$ cat config.mk
export PLATFORM = sky130hd
export DESIGN_NAME = i2c_regmap_sync_flat
export DESIGN_NICKNAME = d
export VERILOG_FILES = /design/src/rtl/i2c_regmap_sync_pkg.sv /design/src/rtl/i2c_regmap_sync_if.sv /design/src/rtl/i2c_regmap_sync_pulse.sv /design/src/rtl/i2c_regmap_sync.sv /design/src/flat_wrapper.sv
export SDC_FILE = /design/constraint.sdc
export NUM_CORES = 1
export LEC_CHECK = 0
export CORE_MARGIN = 4
export CORE_UTILIZATION = 52
export CTS_CLUSTER_SIZE = 8
export DETAILED_ROUTE_END_ITERATION = 7
export HOLD_SLACK_MARGIN = 0.15
export PLACE_DENSITY_LB_ADDON = 0.25
export SYNTH_ARGS = -nofsm -noshare
export SYNTH_HDL_FRONTEND = slang
export SYNTH_SLANG_ARGS = --single-unit
$ cat constraint.sdc
create_clock -name clk -period 2.4 [get_ports clk]
set_clock_uncertainty 0.2 [all_clocks]
set_input_delay 0.36 -clock clk [delete_from_list [all_inputs] [get_ports clk]]
set_output_delay 0.36 -clock clk [all_outputs]
set_load 0.02 [all_outputs]
$ cat src/rtl/i2c_regmap_sync_pkg.sv
// Shared address map, write-request payload and helpers for the I2C register map.
package i2c_regmap_pkg;

  localparam int unsigned DATA_W   = 8;
  localparam int unsigned ADDR_W   = 8;
  localparam int unsigned GP_MAX   = 16;

  localparam logic [ADDR_W-1:0] ADDR_ID        = 8'h00;
  localparam logic [ADDR_W-1:0] ADDR_CTRL      = 8'h01;
  localparam logic [ADDR_W-1:0] ADDR_STATUS    = 8'h02;
  localparam logic [ADDR_W-1:0] ADDR_IRQ_FLAGS = 8'h03;
  localparam logic [ADDR_W-1:0] ADDR_IRQ_MASK  = 8'h04;
  localparam logic [ADDR_W-1:0] ADDR_SCRATCH   = 8'h05;
  localparam logic [ADDR_W-1:0] ADDR_WR_CNT    = 8'h06;
  localparam logic [ADDR_W-1:0] ADDR_GP_BASE   = 8'h10;

  localparam int unsigned CTRL_LOCK_BIT = 7;

  typedef struct packed {
    logic [ADDR_W-1:0] addr;
    logic [DATA_W-1:0] data;
  } wr_req_t;

  // Address of general-purpose register idx.
  function automatic logic [ADDR_W-1:0] gp_addr(input int unsigned idx);
    return ADDR_GP_BASE + ADDR_W'(idx);
  endfunction

endpackage

$ cat src/rtl/i2c_regmap_sync_if.sv
// Regmap-side bus between the I2C slave core (master) and the register map (slave).
interface i2c_regmap_sync_if;
  import i2c_regmap_pkg::*;

  logic [ADDR_W-1:0] addr;
  logic [DATA_W-1:0] wdata;
  logic              wr_en_wdata;
  logic [DATA_W-1:0] rdata;

  modport master (output addr, output wdata, output wr_en_wdata, input rdata);
  modport slave  (input addr, input wdata, input wr_en_wdata, output rdata);
endinterface

$ cat src/rtl/i2c_regmap_sync_pulse.sv
// i2c_pulse_sync: 2-flop synchronizer plus rising-edge detector giving a registered 1-clk pulse.
module i2c_pulse_sync (
  input  logic clk,
  input  logic rst_n,
  input  logic async_i,
  output logic pulse_o
);

  logic       s1_q, s2_q, s3_q;
  logic [1:0] vld_q;
  logic       armed_q, armed_d;
  logic       pulse_q, pulse_d;

  // Arm only after a genuine synchronized low, so a level already high at reset release is ignored.
  always_comb begin
    armed_d = armed_q | (vld_q[1] & ~s2_q);
    pulse_d = armed_q & s2_q & ~s3_q;
  end

  always_ff @(posedge clk or negedge rst_n) begin
    if (!rst_n) begin
      s1_q    <= 1'b0;
      s2_q    <= 1'b0;
      s3_q    <= 1'b0;
      vld_q   <= 2'b00;
      armed_q <= 1'b0;
      pulse_q <= 1'b0;
    end else begin
      s1_q    <= async_i;
      s2_q    <= s1_q;
      s3_q    <= s2_q;
      vld_q   <= {vld_q[0], 1'b1};
      armed_q <= armed_d;
      pulse_q <= pulse_d;
    end
  end

  assign pulse_o = pulse_q;

endmodule

$ cat src/rtl/i2c_regmap_sync.sv
// Register map fed by SCL-domain write events, synchronized into clk.
// Optional lock bit in CTRL[7] enabled by `define REGMAP_LOCK_EN.
module i2c_regmap_sync
  import i2c_regmap_pkg::*;
#(
  parameter logic [7:0]  ID_VALUE = 8'hA7,
  parameter logic [7:0]  CTRL_RST = 8'h00,
  parameter int unsigned NUM_GP   = 4
) (
  input  logic                     clk,
  input  logic                     rst_n,
  i2c_regmap_sync_if.slave         bus,
  input  logic [DATA_W-1:0]        status_in,
  input  logic [DATA_W-1:0]        irq_src,
  output logic [DATA_W-1:0]        ctrl,
  output logic [DATA_W*NUM_GP-1:0] gp_regs,
  output logic                     irq,
  output logic                     wr_strobe,
  output logic [ADDR_W-1:0]        wr_addr
);

`ifdef REGMAP_LOCK_EN
  localparam bit LOCK_EN = 1'b1;
`else
  localparam bit LOCK_EN = 1'b0;
`endif

  logic              wr_pulse;
  wr_req_t           req_c;
  logic              locked_c;

  logic [DATA_W-1:0] ctrl_q, ctrl_d;
  logic [DATA_W-1:0] flags_q, flags_d;
  logic [DATA_W-1:0] mask_q, mask_d;
  logic [DATA_W-1:0] scratch_q, scratch_d;
  logic [DATA_W-1:0] cnt_q, cnt_d;
  logic [DATA_W-1:0] rdata_q, rdata_d;
  logic [DATA_W-1:0] stat_s1_q, stat_s2_q;
  logic [DATA_W-1:0] gp_q [NUM_GP];
  logic [DATA_W-1:0] gp_d [NUM_GP];
  logic              irq_q, irq_d;
  logic              strobe_q;
  logic [ADDR_W-1:0] wr_addr_q, wr_addr_d;

  i2c_pulse_sync u_wr_sync (
    .clk     (clk),
    .rst_n   (rst_n),
    .async_i (bus.wr_en_wdata),
    .pulse_o (wr_pulse)
  );

  // addr/wdata are quasi-static while the pulse is in flight, so they are sampled directly.
  assign req_c    = wr_req_t'{addr: bus.addr, data: bus.wdata};
  assign locked_c = LOCK_EN & ctrl_q[CTRL_LOCK_BIT];

  always_comb begin
    ctrl_d    = ctrl_q;
    mask_d    = mask_q;
    scratch_d = scratch_q;
    cnt_d     = cnt_q;
    wr_addr_d = wr_addr_q;
    gp_d      = gp_q;
    flags_d   = flags_q | irq_src;
    irq_d     = |(flags_q & mask_q);
    if (wr_pulse) begin
      cnt_d     = cnt_q + DATA_W'(1);
      wr_addr_d = req_c.addr;
      case (req_c.addr)
        ADDR_CTRL:      ctrl_d  = req_c.data;
        // Set wins over a same-cycle W1C.
        ADDR_IRQ_FLAGS: flags_d = (flags_q & ~req_c.data) | irq_src;
        ADDR_IRQ_MASK:  mask_d  = req_c.data;
        ADDR_SCRATCH:   if (!locked_c) scratch_d = req_c.data;
        default: ;
      endcase
      for (int unsigned i = 0; i < NUM_GP; i++) begin
        if (req_c.addr == gp_addr(i) && !locked_c) gp_d[i] = req_c.data;
      end
    end
  end

  // Read mux over the previous cycle's register state.
  always_comb begin
    rdata_d = '0;
    case (bus.addr)
      ADDR_ID:        rdata_d = ID_VALUE;
      ADDR_CTRL:      rdata_d = ctrl_q;
      ADDR_STATUS:    rdata_d = stat_s2_q;
      ADDR_IRQ_FLAGS: rdata_d = flags_q;
      ADDR_IRQ_MASK:  rdata_d = mask_q;
      ADDR_SCRATCH:   rdata_d = scratch_q;
      ADDR_WR_CNT:    rdata_d = cnt_q;
      default: ;
    endcase
    for (int unsigned i = 0; i < NUM_GP; i++) begin
      if (bus.addr == gp_addr(i)) rdata_d = gp_q[i];
    end
  end

  always_ff @(posedge clk or negedge rst_n) begin
    if (!rst_n) begin
      ctrl_q    <= CTRL_RST;
      flags_q   <= '0;
      mask_q    <= '0;
      scratch_q <= '0;
      cnt_q     <= '0;
      rdata_q   <= '0;
      stat_s1_q <= '0;
      stat_s2_q <= '0;
      irq_q     <= 1'b0;
      strobe_q  <= 1'b0;
      wr_addr_q <= '0;
      for (int unsigned i = 0; i < NUM_GP; i++) gp_q[i] <= '0;
    end else begin
      ctrl_q    <= ctrl_d;
      flags_q   <= flags_d;
      mask_q    <= mask_d;
      scratch_q <= scratch_d;
      cnt_q     <= cnt_d;
      rdata_q   <= rdata_d;
      stat_s1_q <= status_in;
      stat_s2_q <= stat_s1_q;
      irq_q     <= irq_d;
      strobe_q  <= wr_pulse;
      wr_addr_q <= wr_addr_d;
      for (int unsigned i = 0; i < NUM_GP; i++) gp_q[i] <= gp_d[i];
    end
  end

  always_comb begin
    gp_regs = '0;
    for (int unsigned i = 0; i < NUM_GP; i++) gp_regs[i*DATA_W +: DATA_W] = gp_q[i];
  end

  assign bus.rdata = rdata_q;
  assign ctrl      = ctrl_q;
  assign irq       = irq_q;
  assign wr_strobe = strobe_q;
  assign wr_addr   = wr_addr_q;

endmodule

$ cat src/flat_wrapper.sv
// flat-port wrapper written by rule: the top's interface ports become plain ports
module i2c_regmap_sync_flat import i2c_regmap_pkg::*;
#(
  parameter logic [7:0]  ID_VALUE = 8'hA7,
  parameter logic [7:0]  CTRL_RST = 8'h00,
  parameter int unsigned NUM_GP   = 4
)
  (clk, rst_n, status_in, irq_src, ctrl, gp_regs, irq, wr_strobe, wr_addr, bus_addr, bus_wdata, bus_wr_en_wdata, bus_rdata);
  i2c_regmap_sync_if bus_i ();
  input  logic clk;
  input  logic rst_n;
  input  logic [DATA_W-1:0] status_in;
  input  logic [DATA_W-1:0] irq_src;
  output logic [DATA_W-1:0] ctrl;
  output logic [DATA_W*NUM_GP-1:0] gp_regs;
  output logic irq;
  output logic wr_strobe;
  output logic [ADDR_W-1:0] wr_addr;
  input wire logic [$bits(bus_i.addr)-1:0] bus_addr;
  input wire logic [$bits(bus_i.wdata)-1:0] bus_wdata;
  input wire logic [$bits(bus_i.wr_en_wdata)-1:0] bus_wr_en_wdata;
  output wire logic [$bits(bus_i.rdata)-1:0] bus_rdata;
  assign bus_i.addr = bus_addr;
  assign bus_i.wdata = bus_wdata;
  assign bus_i.wr_en_wdata = bus_wr_en_wdata;
  assign bus_rdata = bus_i.rdata;
  i2c_regmap_sync #(.ID_VALUE(ID_VALUE), .CTRL_RST(CTRL_RST), .NUM_GP(NUM_GP)) u_core (.clk(clk), .rst_n(rst_n), .bus(bus_i), .status_in(status_in), .irq_src(irq_src), .ctrl(ctrl), .gp_regs(gp_regs), .irq(irq), .wr_strobe(wr_strobe), .wr_addr(wr_addr));
endmodule
Word-level counts from Yosys, hierarchy flattened
Cells that the tools add are included.
W data, S select, Z words.
{"block": "op_classes", "add_sub_neg": 1, "n_reduce_logical": 9, "bitwise_logic": 11, "eq_ne": 10, "mux": 7}
{"op": "$pmux W8 S7", "count": 1}
{"op": "$mux W8", "count": 6}
{"op": "$eq A8 B5 Y1 const B", "count": 4}
{"op": "$eq A8 B3 Y1 const B", "count": 3}
{"op": "$and A8 B8 Y8", "count": 2}
{"op": "$eq A8 B2 Y1 const B", "count": 2}
{"op": "$or A8 B8 Y8", "count": 2}
{"op": "$reduce_and A2 Y1", "count": 7}
{"op": "$add A8 B1 Y8 const B", "count": 1}
{"op": "$eq A8 B1 Y1 const B", "count": 1}
{"op": "$logic_not A8 Y1", "count": 1}
{"op": "$not A8 Y8", "count": 1}
{"op": "$reduce_or A8 Y1", "count": 1}
{"op": "$and A1 B1 Y1", "count": 3}
{"op": "$not A1 Y1", "count": 2}
{"op": "$or A1 B1 Y1", "count": 1}
{"block": "totals", "wordCells": 59, "regBits": 113}

Logic depth before layout (Yosys ltp)
{"block": "logic_depth", "depth_word": 6, "depth_mapped": 8}

By module
Synthesis repeated with hierarchy kept, for this count alone.
{"block": "hier_totals", "hier_cells": 395, "area_unflattened_um2": 4943.5}
{"mod": "i2c_regmap_sync", "n_inst": 1, "cells_each": 383, "area_each_um2": 4745.8}
{"mod": "i2c_pulse_sync", "n_inst": 1, "cells_each": 12, "area_each_um2": 197.7}

Least setup slack after synthesis
Ideal clock, no wire load.
{"block": "synth_path", "path_kind": "input to register", "start": "in bus_addr[5]", "end": "reg u_core.gp_q, in the netlist u_core.gp_regs[16]", "stages": 5, "t_arrival_ns": 1.645, "setup_slack_ns": 0.430, "setup_time_ns": 0.125, "n_path_buf": 1, "cell_sequence": "nor3_2 -> buf_4 -> nand2_2 -> nor4_4 -> mux2_2"}
{"block": "synth_via", "elab_chain_len": 2}
{"element": "from (decl)", "line": "flat_wrapper.sv:19", "source": "input wire logic [$bits(bus_i.addr)-1:0] bus_addr;"}
{"element": "$eq A8 B5 Y1", "line": "i2c_regmap_sync.sv:77", "source": "if (req_c.addr == gp_addr(i) && !locked_c) gp_d[i] = req_c.data;"}
{"element": "$reduce_and A2 Y1 (no source line)"}
{"element": "to (decl)", "line": "i2c_regmap_sync.sv:39", "source": "logic [DATA_W-1:0] gp_q [NUM_GP];"}
No other way between the ends.
A chain may end at the register's enable or synchronous reset.

Worst setup path in the final report
{"block": "layout_path", "start": "reg u_core.gp_q, in the netlist u_core.gp_regs[8]", "end": "out gp_regs[8]"}
{"element": "to (decl)", "line": "flat_wrapper.sv:15", "source": "output logic [DATA_W*NUM_GP-1:0] gp_regs;"}
No word-level cell between the ends.

==> results_dict.tcl <==
set metrics [dict create \
    synth_top_area_share_pct 57.52 \
    yosys.area.top_type "dfrtp_1" \
    clock_sinks 113 \
    netlist_area_um2 4916 \
    status "completed" \
    synth_cell_types 52 \
    power.switching_mw 1.315 \
    path_buf_inv 1 \
    hpwl_um 10030 \
    wl_per_cell_um 20.44 \
    drc 0 \
    crit_path_cell_trace "clkdlybuf4s50_1" \
    portBuffers 92 \
    layout-drive-gt1-share_pct 29.95 \
    p_total_mw 5.224 \
    largest_reg_flops 32 \
    synth-edff-count 0 \
    io_pins 93 \
    worstRegToRegCells 4 \
    postSynthAreaPerCell_um2 12.61 \
    p_int_mw 3.910 \
    synth_area_leaders "dfrtp_1 (58%), mux2_2 (15%), mux2i_1 (2.0%)" \
    arrival_ns 1.54 \
    die_area_um2 11070 \
    cap_violations 0 \
    cpLargestDelayFamily "buffers and inverters" \
    grt_pass1_wl_um 22780 \
    r2r_slack_ns 0.40 \
    tightest_slew_ns 0.5561 \
    cts_tree "done" \
    ys_ff_latch 113 \
    nNetsFinal 584 \
    die_x_um 105.2 \
    start_util_pct 53.20 \
    clock_latency_ns 0.51 \
    crit_type "reg -> out" \
    place_congestion 0.9573 \
    start_kind "flip-flop" \
    numCtsBuffers 17 \
    cts.repair.resized 0 \
    worst_hold_slack_ns 0.1492 \
    grt_max_degree 43 \
    ant_nets 0 \
    antenna_found_initial 0 \
    post-route-min-period_ns 2.099 \
    min_period_over_period_pct 87.46 \
    synth_top_cells_by_count "dfrtp_1 (113), mux2_2 (65), nand2_1 (25)" \
    endpoint_kind "primary output" \
    async_reset_ff_share_pct 100.0 \
    stdcell_count 690 \
    crit_fanout 3 \
    hold_path.startpoint "u_core.stat_s1_q[2]" \
    clkPwrFrac_pct 48.0 \
    required_ns 1.84 \
    p_leak_nw 3.156 \
    cp_slowest_cell "clkdlybuf4s50_1" \
    rsz0062_at_grt "false" \
    clk_root_buffer_cell "clkbuf_8" \
    core.rowCount 35 \
    syn_inst 390 \
    yosysMostFrequentCell "dfrtp_1" \
    holdPathStages 0 \
    yosysWarnings 0 \
    seqPwrFrac_pct 40.7 \
    grt_util_all_layers_pct 27.02 \
    setup_viol_count_final 0 \
    hold_path_class "reg -> reg" \
    hold_viol 0 \
    fmax_ghz 0.4764 \
    globalRouteOverflowTotal 0 \
    cts_buffer_depth 2 \
    avgViaCountPerCell 5.625 \
    cts.reportedPaths.clkPinSlew_ns 0.06 \
    powerDensity_nw_per_um2 735.2 \
    vias 3881 \
    slew-limit-headroom_pct 62.92 \
    tns_ns 0 \
    drtPass1Iterations 5 \
    syn_to_final_growth_pct 44.54 \
    combPwrFrac_pct 11.3 \
    coreArea_um2 9240 \
    power_switching_share_pct 25.17 \
    first_iter_violations 242 \
    wirelength_um 14100 \
    cts_max_level 4 \
    max_stage_delay_ns 0.63 \
    ys_seq_area_share_pct 57.52 \
    die-height_um 105.2 \
    dp_cells 646 \
    slew_violations 0 \
    synth_flop_cell "dfrtp_1" \
    holdPathEnd "u_core.stat_s2_q[2]" \
    worst_r2r_startpoint "u_core.u_wr_sync.pulse_o" \
    synth_fp_nets 426 \
    r2r_end "u_core.ctrl[5]" \
    diodes 0 \
    ir_drop_uv 575.8 \
    grt_pass1_vias 4114 \
]
==> worst max path at each step <==
stage                             from                  to  slack [ns]  cells past startpoint
floorplan                  bus_addr[5]  u_core.gp_regs[16]        0.43                      5
global placement           bus_addr[4]   u_core.gp_regs[3]       -0.14                      6
detailed placement         bus_addr[5]  u_core.gp_regs[19]       -0.15                      7
CTS                     u_core.ctrl[0]             ctrl[0]        0.28                      1
global route        u_core.gp_regs[20]         gp_regs[20]        0.24                      1
finish               u_core.gp_regs[8]          gp_regs[8]        0.30                      1
==> power groups by stage <==
stage / registers, mW / logic, mW / clock network [mW]
2_1_floorplan: 2.18 / 0.216 / 0
3_3_place_gp: 2.15 / 0.563 / 0
3_5_place_dp: 2.16 / 0.574 / 0
4_1_cts: 2.12 / 0.594 / 2.54
5_1_grt: 2.14 / 0.633 / 2.65
6_report: 2.12 / 0.592 / 2.51
==> metal layers <==
layer	routed length, um	track usage [%]	up-vias
li1	-	-	1730
met1	5704	34.22	1959
met2	7162	45.04	166
met3	978	7.103	26
met4	259	9.185	0
met5	0	0	-
==> metrics by stage <==
step                instance area (um^2)  worst slack [ns]  util, %
finish                              7106            0.3009    76.90
global route                        7106            0.2397    76.90
CTS                                 7106            0.2758    76.90
detailed placement                  6385           -0.1478    69.10
global placement                    6385           -0.1380    69.10
floorplan                           4916            0.4304        -
==> layout by cell type (no fill, tap or decap), types with 5 or more instances in the layout <==
cell type	netlist	routed
a22oi_1	8	8
nor2_1	19	19
o21ai_0	16	16
buf_4	2	50
a22o_1	6	6
mux2i_1	10	10
nand3_1	6	6
a21o_1	9	9
buf_12	0	6
clkdlybuf4s50_1	0	90
dlygate4sd3_1	0	12
mux2_2	65	65
nand2_1	25	25
clkinv_4	0	5
nand2b_1	8	8
clkbuf_16	0	16
dfrtp_1	113	113
nor2b_1	9	9
a21oi_1	12	12
==> kinds of logic after synthesis <==
| logic type | Yosys count | share of synthesized area (%) |
|---|---|---|
| flip-flops | 113 | 57.52 |
| AO/OA/AOI/OAI | 73 | 10.28 |
| adder cells (fa/ha/maj) | 1 | 0.2545 |
| buffers and inverters | 24 | 2.214 |
| multiplexers | 75 | 16.93 |
| other | 1 | 0.07628 |
| XOR/XNOR | 7 | 1.247 |
| AND/OR/NAND/NOR | 96 | 11.48 |
==> cell type report <==
type	instances	area, um^2
multi-input cells	253	1979
well taps	129	161.4
inverters	4	15.01
clock inverters	15	186.4
repair buffers	159	1521
clock buffers	17	414.1
fillers	606	2135
flip-flops and latches	113	2828
==> repair_timing <==
action                                 CTS  global route
hold buffers                            12             0
endpoints found under the hold margin  124             0
setup buffers                            0             0
Power figures use the tool's default switching activity.
